**src/rtl/dmem_rr_arbiter.sv**
```systemverilog
// Round-robin arbiter sharing a single data-memory read/write channel among LSU consumers.
// One transaction in flight at a time; all channel and consumer outputs are registered.
module dmem_rr_arbiter #(
   parameter int ADDR_BITS     = 8,
   parameter int DATA_BITS     = 8,
   parameter int NUM_CONSUMERS = 4
) (
   input  logic                                    clk,
   input  logic                                    reset,
   input  logic [NUM_CONSUMERS-1:0]                consumer_read_valid,
   input  logic [NUM_CONSUMERS-1:0][ADDR_BITS-1:0] consumer_read_address,
   output logic [NUM_CONSUMERS-1:0]                consumer_read_ready,
   output logic [NUM_CONSUMERS-1:0][DATA_BITS-1:0] consumer_read_data,
   input  logic [NUM_CONSUMERS-1:0]                consumer_write_valid,
   input  logic [NUM_CONSUMERS-1:0][ADDR_BITS-1:0] consumer_write_address,
   input  logic [NUM_CONSUMERS-1:0][DATA_BITS-1:0] consumer_write_data,
   output logic [NUM_CONSUMERS-1:0]                consumer_write_ready,
   output logic                                    mem_read_valid,
   output logic [ADDR_BITS-1:0]                    mem_read_address,
   input  logic                                    mem_read_ready,
   input  logic [DATA_BITS-1:0]                    mem_read_data,
   output logic                                    mem_write_valid,
   output logic [ADDR_BITS-1:0]                    mem_write_address,
   output logic [DATA_BITS-1:0]                    mem_write_data,
   input  logic                                    mem_write_ready,
   output logic                                    busy,
   output logic [$clog2(NUM_CONSUMERS)-1:0]        grant_id
);

   localparam int                 ID_BITS = $clog2(NUM_CONSUMERS);
   localparam int unsigned        NC      = NUM_CONSUMERS;
   localparam logic [ID_BITS-1:0] LAST_ID = ID_BITS'(NUM_CONSUMERS - 1);

   typedef enum logic [1:0] {IDLE, READ_WAIT, WRITE_WAIT, RELAY} state_t;

   state_t                                  state_q, state_d;
   logic [ID_BITS-1:0]                      rr_ptr_q, rr_ptr_d;
   logic [ID_BITS-1:0]                      grant_d;
   logic                                    op_write_q, op_write_d;
   logic                                    mem_read_valid_d, mem_write_valid_d;
   logic [ADDR_BITS-1:0]                    mem_read_addr_d, mem_write_addr_d;
   logic [DATA_BITS-1:0]                    mem_write_data_d;
   logic [NUM_CONSUMERS-1:0]                read_ready_d, write_ready_d;
   logic [NUM_CONSUMERS-1:0][DATA_BITS-1:0] read_data_d;

   logic                                    found;
   logic [ID_BITS-1:0]                      pick;
   logic [ID_BITS-1:0]                      scan_id;
   int unsigned                             scan_sum;
   logic                                    served_valid;

   assign busy = (state_q != IDLE);

   always_comb begin
      state_d           = state_q;
      rr_ptr_d          = rr_ptr_q;
      grant_d           = grant_id;
      op_write_d        = op_write_q;
      mem_read_valid_d  = mem_read_valid;
      mem_read_addr_d   = mem_read_address;
      mem_write_valid_d = mem_write_valid;
      mem_write_addr_d  = mem_write_address;
      mem_write_data_d  = mem_write_data;
      read_ready_d      = consumer_read_ready;
      write_ready_d     = consumer_write_ready;
      read_data_d       = consumer_read_data;
      found             = 1'b0;
      pick              = '0;
      scan_id           = '0;
      scan_sum          = 0;
      served_valid      = op_write_q ? consumer_write_valid[grant_id]
                                     : consumer_read_valid[grant_id];

      // Scan from rr_ptr with wrap; first requester (read or write) wins.
      for (int unsigned k = 0; k < NC; k++) begin
         scan_sum = 32'(rr_ptr_q) + k;
         if (scan_sum >= NC) scan_sum = scan_sum - NC;
         scan_id = ID_BITS'(scan_sum);
         if (!found && (consumer_read_valid[scan_id] || consumer_write_valid[scan_id])) begin
            found = 1'b1;
            pick  = scan_id;
         end
      end

      case (state_q)
         IDLE: begin
            if (found) begin
               grant_d = pick;
               if (consumer_read_valid[pick]) begin
                  state_d          = READ_WAIT;
                  op_write_d       = 1'b0;
                  mem_read_valid_d = 1'b1;
                  mem_read_addr_d  = consumer_read_address[pick];
               end else begin
                  state_d           = WRITE_WAIT;
                  op_write_d        = 1'b1;
                  mem_write_valid_d = 1'b1;
                  mem_write_addr_d  = consumer_write_address[pick];
                  mem_write_data_d  = consumer_write_data[pick];
               end
            end
         end
         READ_WAIT: begin
            if (mem_read_ready) begin
               mem_read_valid_d      = 1'b0;
               read_data_d[grant_id] = mem_read_data;
               read_ready_d[grant_id] = 1'b1;
               state_d               = RELAY;
            end
         end
         WRITE_WAIT: begin
            if (mem_write_ready) begin
               mem_write_valid_d       = 1'b0;
               write_ready_d[grant_id] = 1'b1;
               state_d                 = RELAY;
            end
         end
         RELAY: begin
            // Pointer advances only on release so a pending write on the same consumer waits a full round.
            if (!served_valid) begin
               read_ready_d  = '0;
               write_ready_d = '0;
               rr_ptr_d      = (grant_id == LAST_ID) ? '0 : grant_id + 1'b1;
               state_d       = IDLE;
            end
         end
         default: state_d = IDLE;
      endcase
   end

   always_ff @(posedge clk or posedge reset) begin
      if (reset) begin
         state_q              <= IDLE;
         rr_ptr_q             <= '0;
         grant_id             <= '0;
         op_write_q           <= 1'b0;
         mem_read_valid       <= 1'b0;
         mem_read_address     <= '0;
         mem_write_valid      <= 1'b0;
         mem_write_address    <= '0;
         mem_write_data       <= '0;
         consumer_read_ready  <= '0;
         consumer_write_ready <= '0;
         consumer_read_data   <= '0;
      end else begin
         state_q              <= state_d;
         rr_ptr_q             <= rr_ptr_d;
         grant_id             <= grant_d;
         op_write_q           <= op_write_d;
         mem_read_valid       <= mem_read_valid_d;
         mem_read_address     <= mem_read_addr_d;
         mem_write_valid      <= mem_write_valid_d;
         mem_write_address    <= mem_write_addr_d;
         mem_write_data       <= mem_write_data_d;
         consumer_read_ready  <= read_ready_d;
         consumer_write_ready <= write_ready_d;
         consumer_read_data   <= read_data_d;
      end
   end

endmodule

```
**config.mk**
```make
export PLATFORM = sky130hd
export DESIGN_NAME = dmem_rr_arbiter
export DESIGN_NICKNAME = d
export VERILOG_FILES = /design/src/rtl/dmem_rr_arbiter.sv
export SDC_FILE = /design/constraint.sdc
export NUM_CORES = 1
export LEC_CHECK = 0
export CORE_ASPECT_RATIO = 0.6
export CORE_MARGIN = 10
export CORE_UTILIZATION = 40
export CTS_CLUSTER_DIAMETER = 120
export DETAILED_ROUTE_END_ITERATION = 7
export PLACE_DENSITY = 0.78
export SETUP_SLACK_MARGIN = 0.05
export SLEW_MARGIN = 0
export SYNTH_ARGS = -nofsm -noshare
export SYNTH_HDL_FRONTEND = slang
export SYNTH_SLANG_ARGS = --single-unit
```
**constraint.sdc**
```tcl
create_clock -name clk -period 3.3 [get_ports clk]
set_clock_uncertainty 0.05 [all_clocks]
set_input_delay 0.66 -clock clk [delete_from_list [all_inputs] [get_ports clk]]
set_output_delay 0.66 -clock clk [all_outputs]
set_load 0.1 [all_outputs]
```
# Word-level counts from Yosys, hierarchy flattened
# Index checks and enable logic that the tools add are counted.
# W data, S select, Z words.
word_totals:
  ff_bits: 73
  input_bits: 116
  out_inout_bits: 69
  word_cells: 142
classes:
  addsub: 8
  order_cmp: 11
  n_eq_ne: 10
  mux: 67
  bitwise: 4
  reduce_logical: 27
ops:
  columns: ["operator", "count"]
  rows:
  - ["$bmux W8 S2", 3]
  - ["$bwmux W32", 1]
  - ["$mux W8", 4]
  - ["$mux W2", 14]
  - ["$mux W1", 24]
  - ["$bmux W1 S2", 11]
  - ["$lt A2 B3 Y1 const B", 6]
  - ["$demux W8 S2", 1]
  - ["$pmux W4 S2", 2]
  - ["$mux W4", 3]
  - ["$ne A2 B2 Y1 const B", 6]
  - ["$reduce_and A3 Y1", 4]
  - ["$reduce_and A4 Y1", 3]
  - ["$reduce_bool A2 Y1", 5]
  - ["$ge A3 B3 Y1 const B", 3]
  - ["$or A4 B4 Y4", 2]
  - ["$pmux W2 S4", 1]
  - ["$sub A2 B1 Y2 const B", 4]
  - ["$add A2 B2 Y3 const B", 2]
  - ["$eq A2 B2 Y1 const B", 3]
  - ["$reduce_and A2 Y1", 3]
  - ["$logic_and A1 B1 Y1", 4]
  - ["$logic_or A1 B1 Y1", 4]
  - ["$pmux W1 S2", 2]
  - ["9 further kinds", 12]

# Logic depth before layout (Yosys ltp)
depth:
  depth_word: 20
  mapped_depth: 8
  mapped_depth_nobuf: 6

# Worst setup path after synthesis
# Ideal clock, no wire load.
synth_timing:
  kind: "input port to flip-flop"
  startpoint: "input port consumer_write_valid[0]"
  endpoint: "register mem_write_address[0]"
  arrival_time_ns: 2.276
  slack_ns: 0.847
  stages: 7
  cell_sequence: "or2_1 > a221oi_2 > a2bb2oi_1 > a22oi_4 > nor2_8 > buf_12 > mux2_4"
synth_via:
  elab_chain_len: 17
  word_cells_on_any_way: 32
  classes_between: "mux: 20; bitwise: 1; reduce/logical: 11"
synth_rtl:
  columns: ["element", "line_no", "text"]
  rows:
  - ["start, declared", "14", "input logic [NUM_CONSUMERS-1:0] consumer_write_valid,"]
  - ["$bmux W1 S2", "79", "if (!found && (consumer_read_valid[scan_id] || consumer_write_valid[scan_id])) begin"]
  - ["$mux W1 (not written as such)", "79", null]
  - ["$logic_or A1 B1 Y1", "79", null]
  - ["$mux W1", "79", null]
  - ["$logic_not A1 Y1", "79", null]
  - ["$logic_and A1 B1 Y1", "79", null]
  - ["$mux W1", "79", null]
  - ["$logic_not A1 Y1", "79", null]
  - ["$logic_and A1 B1 Y1", "79", null]
  - ["$mux W1", "79", null]
  - ["$logic_not A1 Y1", "79", null]
  - ["$logic_and A1 B1 Y1", "79", null]
  - ["$mux W2", "79", null]
  - ["$bmux W1 S2", "89", "if (consumer_read_valid[pick]) begin"]
  - ["$mux W1 (not written as such)", "89", null]
  - ["$not A1 Y1 (no line)", null, null]
  - ["$reduce_and A3 Y1 (no line)", null, null]
  - ["end signal, assigned", "153", "mem_write_address <= mem_write_addr_d;"]
  - ["end, declared", "23", "output logic [ADDR_BITS-1:0] mem_write_address,"]
# Several ways; a longest one is shown, not always the timed one. The select of a mux whose other input is x is not followed.
# A chain may end at the register's enable or synchronous reset.

# Worst setup path in the final report
layout_timing:
  startpoint: "input port consumer_read_valid[0]"
  endpoint: "register mem_write_address[5]"
layout_via:
  elab_chain_len: 17
  word_cells_on_any_way: 32
  classes_between: "mux: 20; bitwise: 1; reduce/logical: 11"
layout_rtl:
  columns: ["element", "line_no", "text"]
  rows:
  - ["start, declared", "10", "input logic [NUM_CONSUMERS-1:0] consumer_read_valid,"]
  - ["$bmux W1 S2", "79", null]
  - ["$mux W1 (not written as such)", "79", null]
  - ["$logic_or A1 B1 Y1", "79", null]
  - ["$mux W1", "79", null]
  - ["$logic_not A1 Y1", "79", null]
  - ["$logic_and A1 B1 Y1", "79", null]
  - ["$mux W1", "79", null]
  - ["$logic_not A1 Y1", "79", null]
  - ["$logic_and A1 B1 Y1", "79", null]
  - ["$mux W1", "79", null]
  - ["$logic_not A1 Y1", "79", null]
  - ["$logic_and A1 B1 Y1", "79", null]
  - ["$mux W2", "79", null]
  - ["$bmux W1 S2", "89", null]
  - ["$mux W1 (not written as such)", "89", null]
  - ["$not A1 Y1 (no line)", null, null]
  - ["$reduce_and A3 Y1 (no line)", null, null]
# Several ways; a longest one is shown, not always the timed one. The select of a mux whose other input is x is not followed.

==> results <==
- The final-report max-slew violation count came to 0.
- The worst relative slew slack is around 52%.
- The number of global-route vias before repair is approximately 3,500.
- The dominant register cell in the synthesized netlist is dfrtp_1.
- For this design, the slowest cell found on the critical path is clkdlybuf4s50_1.
- The congestion estimate from routability-driven global placement came to approximately 0.80.
- The smallest clock period supported by the final layout is computed as between 2000 and 3000 ps.
- The post-CTS setup buffer count is 0.
- Yosys mapped the design onto 46 distinct sky130hd cell types.
- Ranked by instance count, the synthesized netlist is headed by mux2i_1 (75), dfrtp_1 (73), mux2_2 (43), inv_1 (12), mux2_4 (10).
- The count of input and output buffers is 184.
- The biggest area consumer among synthesized cells is dfrtp_1.
- The full die area is 0.0148 mm².
- The top cell type by area accounts for 44.7% of the synthesized area.
- In this run the clock root is driven by a clkbuf_16.
- The synthesis warning total is 0.
- Setup repair after global routing left no endpoint under its margin.
- The number of flops mapped to enable cells by yosys is 0.
- Summing every instance area after synthesis gives a little over 0.004 mm².
- The total count of hold-check failures in the final report is 0.
- The fill cell total of the finished layout is 810.
- Buffers inserted during clock tree synthesis total 9.
- The dominant cell by count in the synthesized netlist is mux2i_1.
- In the synthesized netlist the async set-or-reset flop fraction comes to 100%.
- The part of the cycle the worst path needs is slightly below 90%.
- Counting flops and latches in the post-synthesis netlist gives 73.
- The total negative slack for setup checks is 0 ps.
- The kind of start point of the critical path is an input pin.
- The detail route stage leaves a number of antenna-violating nets equal to 0.
- In this run the worst path has a maximum fanout of 16.
- The floorplan step set the die width to ~150 µm.
- At the pin with the least slew margin, the transition time is between 700 and 800 ps.
- For hold timing, the worst endpoint is mem_read_address[0].
- The reg2reg setup slack is roughly 870 ps.
- For this block, the routed nets add up to 13,200 µm of wire.
- Once the clock tree was built, the resizer swapped 0 gates to a different size.
- The number of nets handed over by synthesis was 437.
- Sorting the synthesized cells by area gives the leading types as dfrtp_1 (45%), mux2i_1 (18%), mux2_2 (12%).
- The number of antenna diodes is 0.
- At the later pin of the worst-skew pair, clock insertion delay measures 330 ps.
- Across the run, the number of max-cap violations was 0.
- 185 I/O pins were placed.
- The global-route wire length before repair is around 21,000 µm.
- The proportion of synthesized chip area in sequential cells is around 45%.
- The arrival time reported for the critical path endpoint is ~3000 ps.
- No sink is reached through more buffers than the 2 on the longest clock path.
- The cell count of the worst hold path is 1.
- The kind of critical path is input pin to register.
- Entering global routing, the biggest net connects 43 pins.
- The register area is around 0.0018 mm².
- The floorplan core area is about 0.01 mm².
- The average cell area after synthesis is 13.1 µm².
- In this run the critical register-to-register path is captured at mem_write_address[5].
- The overall overflow remaining after global route is 0.
- For this block, the initial DRC count from the detailed router was 130.
- In this run the most critical hold path is launched from mem_read_address[0].
- The worst hold path belongs to the class register to register.
- The run finished with clean final reports.
- The relative area change from synthesis to final layout is 51.4%.
- The worst-case reg-to-reg path depth is 6.
- After detailed routing, the number of vias per cell comes to slightly above 5.
- The number of sinks on the clock net is 73.
- The initial antenna violation count is 0.
- The number of optimization iterations in the first detailed-route pass is 4.
- The critical path goes through clkdlybuf4s50_1 -> or2_1 -> a221oi_2 -> a2bb2oi_1 -> a22oi_4 -> nor2_8 -> mux2_2.
- After detailed routing, the number of remaining DRC violations is 0.
- The footprint of the multi-input gates is roughly 0.0021 mm².
- The gate count after technology mapping is 313.
- The die is slightly below 100 µm tall.
- The count of nets after finishing is around 630.
- After clock tree synthesis, the clock-pin slew on the worst setup and hold paths is about 60 ps.
- The launch instance of the worst register-to-register path is rr_ptr_q[0].
- The count of final setup violators is 0.
- The required time of the critical path is ~3500 ps.
- The H-tree was split into 3 levels.
- Static timing analysis puts the maximum clock frequency at 0.348 GHz.
- The CTS tree is yes.
- The global router's overall resource usage is between 15 and 20%.
- The starting density of the core is approximately 41%.
- The final hold slack is ~440 ps.
- The worst setup path is captured at a register.
- The share of layout cells above drive strength 1 is between 30% and 40%.
- The routed layout has 3,265 vias.
- In this design, the stage delay of the slowest critical-path cell is approximately 480 ps.
- In the final routed layout, each cell accounts on average for ~20 µm.
- The initialized floorplan defines 28 standard-cell rows.
- The post-DP HPWL is 10,700 µm.
- In this run, post-CTS hold repair placed 0 buffers.
## sequential cells by signal, indices dropped and copies added (netlist names)
name,flops
consumer_read_ready,4
consumer_write_ready,4
mem_write_address,8
op_write_q,1
mem_write_valid,1
consumer_read_data,32
state_q,2
grant_id,2
mem_read_valid,1
mem_read_address,8
rr_ptr_q,2
mem_write_data,8
## logic make-up after synthesis
logic type / Yosys count / synth area share [%]
flip-flops: 73 / 44.7
adder cells (fa/ha/maj): 8 / 2.45
AO/OA/AOI/OAI: 36 / 7.59
buffers and inverters: 24 / 3.70
AND/OR/NAND/NOR: 36 / 4.96
multiplexers: 136 / 36.6
## worst max path at each step
stage | start | end | slack (ps) | depth (start not counted)
final | consumer_read_valid[0] | mem_write_address[5] | 430 | 7
after global routing | consumer_read_valid[0] | mem_write_address[5] | 260 | 7
after CTS | consumer_read_valid[0] | mem_write_address[3] | 420 | 7
after detailed placement | consumer_read_valid[0] | mem_write_address[3] | 80 | 7
after global placement | consumer_read_valid[0] | mem_write_address[3] | 190 | 7
after floorplan | reset | consumer_read_data[0] | 740 | 1
## cells in the final DEF, fill, tap and decap left out, types with 4 or more instances in the layout
cell             synthesis  layout
clkdlybuf4s50_1          0     115
mux2i_1                 75      75
dfrtp_1                 73      73
buf_4                    6      73
mux2_2                  43      43
inv_1                   12      11
mux2_4                  10      10
nor2_1                   9       9
clkbuf_16                0       9
ha_1                     8       8
nand2_1                  7       7
a21oi_1                  7       7
nand3_1                  6       6
mux2_1                   6       6
o2bb2ai_1                5       5
a22o_1                   4       4
clkinv_2                 0       4
## critical path: cells and delay by family
family / cells / cell delay, ps
mux: 1 / 380
compound gates: 3 / 840
simple gates: 2 / 660
buf+inv: 1 / 480
## through the flow
| step | std cells | setup WS (ps) | util [%] | cell area [µm²] |
|---|---|---|---|---|
| floorplan | 313 | 737 | - | 4090 |
| global placement | 627 | 194 | 59.6 | 5910 |
| detailed placement | 627 | 77.0 | 59.6 | 5910 |
| CTS | 643 | 424 | 62.5 | 6190 |
| global route | 643 | 261 | 62.5 | 6190 |
| finish | 643 | 426 | 62.5 | 6190 |
## final cells by class
| type | instances | area share (%) |
|---|---|---|
| multi-input cells | 216 | 34.1 |
| flip-flops and latches | 73 | 29.5 |
| repair buffers | 191 | 28.4 |
| clock buffers | 11 | 4.08 |
| well taps | 135 | 2.73 |
| inverters | 12 | 0.727 |
| clock inverters | 5 | 0.465 |
## layer usage
metal  up-vias  track usage, %  part of all wire (%)
met5         -               0                     0
met1      1665            21.7                    42
met3         6            4.65                   3.8
li1       1537               -                     -
met4         0            3.57                  0.72
met2        57            31.1                    53
Power is left out: the tool's default activity adds up to more than one toggle a clock period on the data nets, which glitch-free logic cannot reach.
